$ cat config.mk
export PLATFORM = sky130hd
export DESIGN_NAME = hazard3_pmp_loader
export DESIGN_NICKNAME = d
export VERILOG_FILES = /design/src/rtl/hazard3_pmp_loader_pkg.sv /design/src/rtl/hazard3_pmp_legalise.sv /design/src/rtl/hazard3_pmp_loader.sv
export SDC_FILE = /design/constraint.sdc
export NUM_CORES = 1
export LEC_CHECK = 0
export CORE_ASPECT_RATIO = 0.7
export CORE_MARGIN = 4
export CORE_UTILIZATION = 45
export DETAILED_ROUTE_END_ITERATION = 8
export PLACE_DENSITY = 0.81
export SYNTH_ARGS = -nofsm -noshare
export SYNTH_HDL_FRONTEND = slang
export SYNTH_SLANG_ARGS = --single-unit
$ cat constraint.sdc
create_clock -name clk -period 3.8 [get_ports clk]
set_input_delay 0.57 -clock clk [delete_from_list [all_inputs] [get_ports clk]]
set_output_delay 0.57 -clock clk [all_outputs]
set_load 0.05 [all_outputs]
$ cat src/rtl/hazard3_pmp_loader_pkg.sv
// Shared definitions for the PMP boot loader: CSR addresses of the PMP
// configuration registers and the loader FSM state encoding.
package hazard3_pmp_loader_pkg;

    // PMP CSR addresses (RISC-V privileged architecture numbering)
    localparam logic [11:0] PMPCFG0  = 12'h3A0;
    localparam logic [11:0] PMPADDR0 = 12'h3B0;

    // pmpcfg registers each pack four 8-bit region configs on RV32
    localparam int REGIONS_PER_CFG = 4;

    typedef enum logic [2:0] {
        IDLE  = 3'd0,
        FETCH = 3'd1,
        WRITE = 3'd2,
        CHECK = 3'd3,
        DONE  = 3'd4,
        ERR   = 3'd5
    } loader_state_t;

    // Number of pmpcfg words needed to cover a given region count
    function automatic int ncfg(input int regions);
        return (regions + REGIONS_PER_CFG - 1) / REGIONS_PER_CFG;
    endfunction

endpackage

$ cat src/rtl/hazard3_pmp_legalise.sv
// Combinational model of what the PMP CSRs are expected to read back after
// a write: WARL legalisation of a pmpaddr or pmpcfg value.
module hazard3_pmp_legalise
    import hazard3_pmp_loader_pkg::*;
#(
    parameter int PMP_REGIONS = 4,
    parameter int W_DATA      = 32,
    parameter int W_ADDR      = 32
) (
    input  logic              is_cfg,
    input  logic [3:0]        cfg_index,
    input  logic [W_DATA-1:0] wdata,
    output logic [W_DATA-1:0] legal
);

    logic [W_DATA-1:0] addr_legal;
    logic [W_DATA-1:0] cfg_legal;

    // pmpaddr holds address bits [W_ADDR-1:2]; anything above is hardwired zero
    for (genvar gi = 0; gi < W_DATA; gi++) begin : g_addr_bit
        if (gi >= W_ADDR - 2) begin : g_zero
            assign addr_legal[gi] = 1'b0;
        end else begin : g_keep
            assign addr_legal[gi] = wdata[gi];
        end
    end

    // Each cfg byte: L=7, reserved 6:5, A=4:3, X/W/R=2:0. Reserved bits read
    // zero, TOR is not supported (A=01 reads back OFF), and bytes of regions
    // beyond PMP_REGIONS read zero.
    for (genvar gi = 0; gi < REGIONS_PER_CFG; gi++) begin : g_cfg_byte
        localparam logic [1:0] LANE = 2'(gi);
        logic [7:0] b;
        logic [1:0] a_field;
        logic       exists;
        assign b       = wdata[8*gi +: 8];
        assign a_field = (b[4:3] == 2'b01) ? 2'b00 : b[4:3];
        assign exists  = ({cfg_index, LANE} < 6'(PMP_REGIONS));
        assign cfg_legal[8*gi +: 8] = exists ? {b[7], 2'b00, a_field, b[2:0]} : 8'h00;
    end

    if (W_DATA > 8 * REGIONS_PER_CFG) begin : g_cfg_upper
        assign cfg_legal[W_DATA-1:8*REGIONS_PER_CFG] = '0;
    end

    assign legal = is_cfg ? cfg_legal : addr_legal;

endmodule

$ cat src/rtl/hazard3_pmp_loader.sv
// Boot-time PMP loader: copies pmpaddr then pmpcfg values from a table into
// the PMP CSRs, verifies each by readback, and holds the core until done.
module hazard3_pmp_loader
    import hazard3_pmp_loader_pkg::*;
#(
    parameter int PMP_REGIONS = 4,
    parameter int W_DATA      = 32,
    parameter int W_ADDR      = 32
) (
    input  logic              clk,
    input  logic              rst_n,
    input  logic              start,
    output logic [7:0]        tbl_addr,
    input  logic [W_DATA-1:0] tbl_rdata,
    output logic              cfg_req,
    output logic [11:0]       cfg_addr,
    output logic              cfg_wen,
    output logic [W_DATA-1:0] cfg_wdata,
    input  logic [W_DATA-1:0] cfg_rdata,
    output logic              core_hold,
    output logic              done,
    output logic              err,
    output logic [7:0]        err_index
);

    localparam int          N_ENTRIES = PMP_REGIONS + ncfg(PMP_REGIONS);
    localparam logic [7:0]  LAST_K    = 8'(N_ENTRIES - 1);
    localparam logic [7:0]  N_REG     = 8'(PMP_REGIONS);

    loader_state_t     state_reg, state_next;
    logic [7:0]        k_reg;
    logic [W_DATA-1:0] wdata_reg;
    logic [7:0]        err_index_reg;
    logic              core_hold_reg;

    logic              is_cfg;
    logic [7:0]        cfg_k;
    logic [11:0]       target_addr;
    logic [W_DATA-1:0] expected;
    logic              match;

    // Address entries come first so no lock bit can block an address write
    assign is_cfg      = (k_reg >= N_REG);
    assign cfg_k       = k_reg - N_REG;
    assign target_addr = is_cfg ? (PMPCFG0 + {4'd0, cfg_k}) : (PMPADDR0 + {4'd0, k_reg});
    assign match       = (cfg_rdata == expected);

    hazard3_pmp_legalise #(
        .PMP_REGIONS (PMP_REGIONS),
        .W_DATA      (W_DATA),
        .W_ADDR      (W_ADDR)
    ) u_legalise (
        .is_cfg    (is_cfg),
        .cfg_index (cfg_k[3:0]),
        .wdata     (wdata_reg),
        .legal     (expected)
    );

    // State register; reset abandons any sequence in flight
    always_ff @(posedge clk or negedge rst_n) begin
        if (!rst_n) begin
            state_reg <= IDLE;
        end else begin
            state_reg <= state_next;
        end
    end

    // Entry index, captured write data, error index and core hold
    always_ff @(posedge clk or negedge rst_n) begin
        if (!rst_n) begin
            k_reg         <= 8'd0;
            wdata_reg     <= '0;
            err_index_reg <= 8'd0;
            core_hold_reg <= 1'b1;
        end else begin
            case (state_reg)
                IDLE, DONE, ERR: begin
                    if (start) begin
                        k_reg         <= 8'd0;
                        err_index_reg <= 8'd0;
                    end
                end
                WRITE: wdata_reg <= tbl_rdata;
                CHECK: begin
                    if (!match) begin
                        err_index_reg <= k_reg;
                    end else if (k_reg == LAST_K) begin
                        core_hold_reg <= 1'b0;
                    end else begin
                        k_reg <= k_reg + 8'd1;
                    end
                end
                default: ;
            endcase
        end
    end

    // Next-state and port outputs decoded from the current state
    always_comb begin
        state_next = state_reg;
        tbl_addr   = 8'd0;
        cfg_req    = 1'b0;
        cfg_addr   = 12'd0;
        cfg_wen    = 1'b0;
        cfg_wdata  = '0;
        done       = 1'b0;
        err        = 1'b0;
        case (state_reg)
            IDLE: begin
                if (start) state_next = FETCH;
            end
            FETCH: begin
                cfg_req    = 1'b1;
                cfg_addr   = target_addr;
                tbl_addr   = k_reg;
                state_next = WRITE;
            end
            WRITE: begin
                cfg_req    = 1'b1;
                cfg_addr   = target_addr;
                cfg_wen    = 1'b1;
                cfg_wdata  = tbl_rdata;
                state_next = CHECK;
            end
            CHECK: begin
                cfg_req  = 1'b1;
                cfg_addr = target_addr;
                if (!match)              state_next = ERR;
                else if (k_reg == LAST_K) state_next = DONE;
                else                     state_next = FETCH;
            end
            DONE: begin
                done = 1'b1;
                if (start) state_next = FETCH;
            end
            ERR: begin
                err = 1'b1;
                if (start) state_next = FETCH;
            end
            default: state_next = IDLE;
        endcase
    end

    assign err_index = err_index_reg;
    assign core_hold = core_hold_reg;

endmodule

# Word-level counts from Yosys, hierarchy flattened
# Cells that the tools add are included.
[totals] regBits=52 latchBits=0 mem_bits_rw=0 romBits=0 inputBits=67 output_inout_bits=65 word_cells=63 n_memories=0
[op_classes] n_addsub=4 mul=0 div=0 magnitude_cmp=5 eq_ne=15 shifts=0 mux=27 n_bitwise=0 n_reduce_logical=7
[ops] op="8-bit 2-to-1 mux" n=9
[ops] op="32-bit 2-to-1 mux" n=2
[ops] op="32-bit equality test" n=1
[ops] op="8-bit one-hot mux with 2 select lines" n=2
[ops] op="6-bit by 3-bit < comparator with 1-bit output, second input constant" n=4
[ops] op="10-bit by 8-bit adder with 11-bit output, first input constant" n=2
[ops] op="11-bit 2-to-1 mux" n=2
[ops] op="3-bit one-hot mux with 4 select lines" n=1
[ops] op="3-bit 2-to-1 mux" n=3
[ops] op="8-bit by 1-bit adder with 8-bit output, second input constant" n=1
[ops] op="2-bit by 1-bit equality test with 1-bit output, second input constant" n=4
[ops] op="8-bit by 3-bit equality test with 1-bit output, second input constant" n=1
[ops] op="8-bit by 3-bit greater-or-equal comparator with 1-bit output, second input constant" n=1
[ops] op="2-bit 2-to-1 mux" n=4
[ops] op="8-bit by 3-bit subtractor with 8-bit output, second input constant" n=1
[ops] op="3-bit by 2-bit equality test with 1-bit output, second input constant" n=2
[ops] op="3-bit equality test, second input constant" n=2
[ops] op="2-bit != test, second input constant" n=3
[ops] op="3-bit AND reduction" n=2
[ops] op="3-bit OR reduction" n=2
[ops] op="1-bit 2-to-1 mux" n=4
[ops] op="4-bit AND reduction" n=1
[ops] op="3-bit by 1-bit equality test with 1-bit output, second input constant" n=1
[ops] op="3-bit zero test" n=1
[ops] op="2 further kinds" n=2

# Logic depth before layout (Yosys ltp)
[depth] depth_word=7 ltp_mapped=13 depth_no_buf=10

# By module
# From an unflattened synthesis, not the netlist that was laid out.
[unflattened] hier_cells=359 hier_area_um2=3479.6
[by_module_without_submodules] module="hazard3_pmp_loader" n_inst=1 cells_per_inst=317 area_each_um2=3174.3
[by_module_without_submodules] module="hazard3_pmp_legalise" n_inst=1 cells_per_inst=42 area_each_um2=305.3

# Worst setup path after synthesis
# No wires, ideal clock.
[synth_path] path_kind="register to register" startpoint="register k_reg[2]" endpoint="register k_reg[3]" setup_ps=140 arrival_ps=3340 required_ps=3660 path_slack_ps=320 path_stages_with_launch=12 path_buffers=1 synth_period_minus_slack_ps=3480 path_cell_list="dfrtp_1 > inv_1 > ha_1 > a21boi_1 > a22oi_2 > o21ai_0 > a22o_1 > or4_4 > or4_4 > buf_6 > o311ai_0 > o41ai_1"
[synth_via] elab_chain_cells=7 word_cells_on_any_way=20 cone_classes="add/sub (2); order compare (5); eq/ne (4); mux (8); reduce/logical (1)"
[synth_rtl] item="start, declared" line="hazard3_pmp_loader.sv:31" source="logic [7:0] k_reg;"
[synth_rtl] item="start signal, assigned" line="hazard3_pmp_loader.sv:90" source="k_reg <= k_reg + 8'd1;"
[synth_rtl] item="8-bit by 3-bit subtractor with 8-bit output" line="hazard3_pmp_loader.sv:44" source="assign cfg_k = k_reg - N_REG;"
[synth_rtl] item="6-bit by 3-bit < comparator with 1-bit output" line="hazard3_pmp_legalise.sv:38" source="assign exists = ({cfg_index, LANE} < 6'(PMP_REGIONS));"
[synth_rtl] item="8-bit 2-to-1 mux" line="hazard3_pmp_legalise.sv:39" source="assign cfg_legal[8*gi +: 8] = exists ? {b[7], 2'b00, a_field, b[2:0]} : 8'h00;"
[synth_rtl] item="32-bit 2-to-1 mux" line="hazard3_pmp_legalise.sv:46" source="assign legal = is_cfg ? cfg_legal : addr_legal;"
[synth_rtl] item="32-bit equality test" line="hazard3_pmp_loader.sv:46" source="assign match = (cfg_rdata == expected);"
[synth_rtl] item="2-bit != test (no source line)"
[synth_rtl] item="4-bit AND reduction (no source line)"
# Several ways; a longest one is shown, not always the timed one. The select of a mux whose other input is x is not followed.
# A chain may end at the register's enable or synchronous reset.

# Final worst setup path
[layout_path] startpoint="register k_reg[4]" endpoint="register k_reg[6]"
[layout_via] elab_chain_cells=5 word_cells_on_any_way=11 cone_classes="add/sub (1); order compare (1); eq/ne (4); mux (4); reduce/logical (1)"
[layout_rtl] item="8-bit by 3-bit greater-or-equal comparator with 1-bit output" line="hazard3_pmp_loader.sv:43" source="assign is_cfg = (k_reg >= N_REG);"
[layout_rtl] item="32-bit 2-to-1 mux" line="hazard3_pmp_legalise.sv:46"
[layout_rtl] item="32-bit equality test" line="hazard3_pmp_loader.sv:46"
[layout_rtl] item="2-bit != test (no source line)"
[layout_rtl] item="4-bit AND reduction (no source line)"
# Several ways; a longest one is shown, not always the timed one. The select of a mux whose other input is x is not followed.

==> key figures <==
Drt
  • Routed WL per cell: 18.2 µm
  • Routed Antenna Nets: 0
  • DRC Markers: 0
  • Routed WL: 11300 µm
  • Iter 0 DRT Violations: 221
  • Vias: 3520
  • Drt first pass iters: 5
  • Mean number of vias per cell: 5.69

Worst setup path
  • Worst Setup End Kind: flip-flop
  • Worst Path Arrival: 3.90 ns
  • Critical path depth: 10
  • CP max stage delay: 0.62 ns
  • Worst flop-to-flop path endpoint: k_reg[6]$_DFFE_PN0P_
  • Worst Setup Path Type: flip-flop to flip-flop
  • Most frequent CP cell: or4_4
  • WP buf/inv: 1
  • Flop2flop setup slack: 0.13 ns
  • CP startpoint kind: flip-flop
  • Setup crit end: k_reg[6]$_DFFE_PN0P_
  • Critical Path RT: 4.03 ns
  • CP Launch Point: k_reg[4]$_DFFE_PN0P_
  • CP Max Fanout: 12
  • Worst R2R Start: k_reg[4]$_DFFE_PN0P_
  • Crit-path slowest cell: or4_4
  • Cells along the critical path: inv_1, ha_1, or3b_4, o22ai_4, o21ai_2, a22o_1, or4_4, or4_4, or4_1, a21oi_1
  • Worst reg2reg path depth: 10
  • Family with the most delay on the worst path: simple AND/OR/NAND/NOR gates

Synthesis
  • Leading area contributor after synthesis: dfrtp_1
  • Top post-synthesis cells by count: dfrtp_1, and2_1, nor2_1, nand2_1, mux2_2
  • Cell with the most instances after synthesis: dfrtp_1
  • Yosys warning count: 0
  • Sequential area share after synthesis: 36.2%
  • Mapped Area: 3530 µm²
  • Post-synthesis cell count: 388
  • Netlist cell types: 73
  • Post-synthesis register bit count: 51
  • Post-Syn Area per Cell: 9.11 µm²
  • Top cell type's share of synthesized area: 35.4%
  • Synth async-reset ratio: 100%
  • Post-synth EDFFs: 0
  • Largest cells by area after synthesis: dfrtp_1, mux2_2, and2_1, ha_1, nor2_1
  • Synthesized netlist net count: 466
  • Prevailing post-synth register cell: dfrtp_1

Finish
  • Share of layout cells above drive strength 1: 13.1%
  • Final net count: 598
  • Core Util, Final: 68.5%
  • Max reg flops: 31
  • Area delta synth->final: 44.4%
  • Antenna fix cells: 0

Power and ir drop
  • Worst IR Drop VDD: 0.000334 V
  • LEAKAGE: 2.08 nW
  • Power Density: 577 nW/µm²
  • Overall Power: 2.94 mW

Floorplanning
  • Die H: 82.1 µm
  • Boundary pin count: 132
  • Core Box Area: 7450 µm²
  • Initial Util: 47.4%
  • Rows: 26
  • DIE AREA: 9360 µm²
  • Die width: 114 µm

Hold path
  • Hold Path Class: input pin to asynchronous set/reset pin

CTS
  • CTS tree: yes
  • Hold Buf Count CTS: 0
  • CTS Root Cell: clkbuf_8
  • Clock sinks: 51
  • CTS Buf Count: 5
  • Htree depth: 2
  • Clock slew at reported path FFs: 0.09 ns
  • CTS Buffer Depth: 2
  • Clk_lat worst skew: 0.31 ns

Place
  • Detail Placement HPWL: 8750 µm
  • Post-Place Worst Slack: 0.0198 ns
  • Global placer's final weighted congestion: 0.945
  • PortBufs: 130

STA
  • RSZ-0062 raised after global routing: false
  • Max Fclk: 0.272 GHz
  • Post-route setup slack: 0.129 ns
  • Final hold slack: 0.462 ns
  • Setup tns final: 0 ns
  • Worst Skew: 0.00466 ns
  • Worst slew pin tran: 1.09 ns
  • Max-slew headroom: 27.2%
  • Hold Fails Final Rpt: 0
  • Final period utilization: 96.6%
  • Setup violations, final: 0
  • Max Slew Vio Count: 0
  • Tmin final: 3.67 ns

Global routing
  • Pin count of the biggest net entering global routing: 58
  • Total gr overflow: 0
  • Initial antenna violation count: 0
  • Overall routing resource usage: 24.4%
  • Vias in the first global route: 3588
  • Global-route wire length before repair: 18200 µm

Job
  • Maxcap violations: 0

Outcome
  • Status: complete, no violations
[power by group]
group	internal (mW)	switching (mW)	leakage (nW)
registers	0.726	0.178	0.642
clock network	0.263	0.188	0.0654
logic	0.651	0.937	1.37
[routing by layer]
metal	wire length (µm)	share of wire, %	global-route usage, %	vias up
met5	0	0	0	-
met1	5260	47	34.8	1670
met3	1030	9.1	6.26	19
li1	-	-	-	1655
met4	140	1.2	4.63	0
met2	4860	43	37.8	176
[worst register-to-register path: stages, from the launching register on]
cell	delay, ns
dfrtp_1	0.39
inv_1	0.14
ha_1	0.22
or3b_4	0.42
o22ai_4	0.27
o21ai_2	0.09
a22o_1	0.23
or4_4	0.55
or4_4	0.62
or4_1	0.49
a21oi_1	0.17
[what timing repair did]
action                                  in CTS  in global routing
endpoints found under the setup margin       0                 11
setup buffers                                0                  0
gates resized for setup                      0                  4
[cells in the final DEF, fill, tap and decap left out, types with 4 or more instances in the layout]
cell and count:
ha_1 10, mux2_2 21, xnor2_1 10, mux2i_1 7
a21oi_1 11, nand3_1 6, nor2b_1 8, o21ai_0 10
o22ai_1 7, nor4_1 7, and3_1 6, or2_2 4
and2_1 35, clkbuf_8 5, o21bai_1 10, dfrtp_1 50
inv_1 20, nor2_1 34, nand2_1 23, a31oi_1 4
o21a_1 4, buf_4 14, nor3_1 13, clkdlybuf4s50_1 128
[per-stage QoR]
stage / std cells / instance area [µm²]
after detailed placement: 611 / 4950
after global placement: 611 / 4950
after floorplan: 388 / 3530
after global routing: 619 / 5100
final: 619 / 5100
after CTS: 619 / 5080
[how the worst min path moves through the flow]
| stage | from | to | slack, ns | cells past startpoint |
|---|---|---|---|---|
| finish | rst_n | wdata_reg[19]$_DFFE_PN0P_ | 0.46 | 1 |
| global route | core_hold$_DFFE_PN1P_ | core_hold$_DFFE_PN1P_ | 0.50 | 1 |
| CTS | core_hold$_DFFE_PN1P_ | core_hold$_DFFE_PN1P_ | 0.49 | 1 |
| detailed placement | core_hold$_DFFE_PN1P_ | core_hold$_DFFE_PN1P_ | 0.47 | 1 |
| global placement | core_hold$_DFFE_PN1P_ | core_hold$_DFFE_PN1P_ | 0.48 | 1 |
| floorplan | rst_n | err_index[0]$_DFFE_PN0P_ | 0.27 | 0 |
[kinds of logic after synthesis]
logic type	share of synthesized area (%)
AO/OA/AOI/OAI	16.9
XOR/XNOR	2.97
adder cells (fa/ha/maj)	3.90
buffers and inverters	5.17
flip-flops	36.2
multiplexers	8.68
other	0.106
AND/OR/NAND/NOR	26.2
[layout make-up]
cell class	count	area [µm²]
timing repair buffer	143	1390
tap	98	123
multi-input combinational	298	2100
clock inverter	2	60.1
sequential	51	1280
inverter	21	78.8
clock buffer	6	72.6
fill	636	2350
No activity file was read; power rests on OpenSTA's default activity.
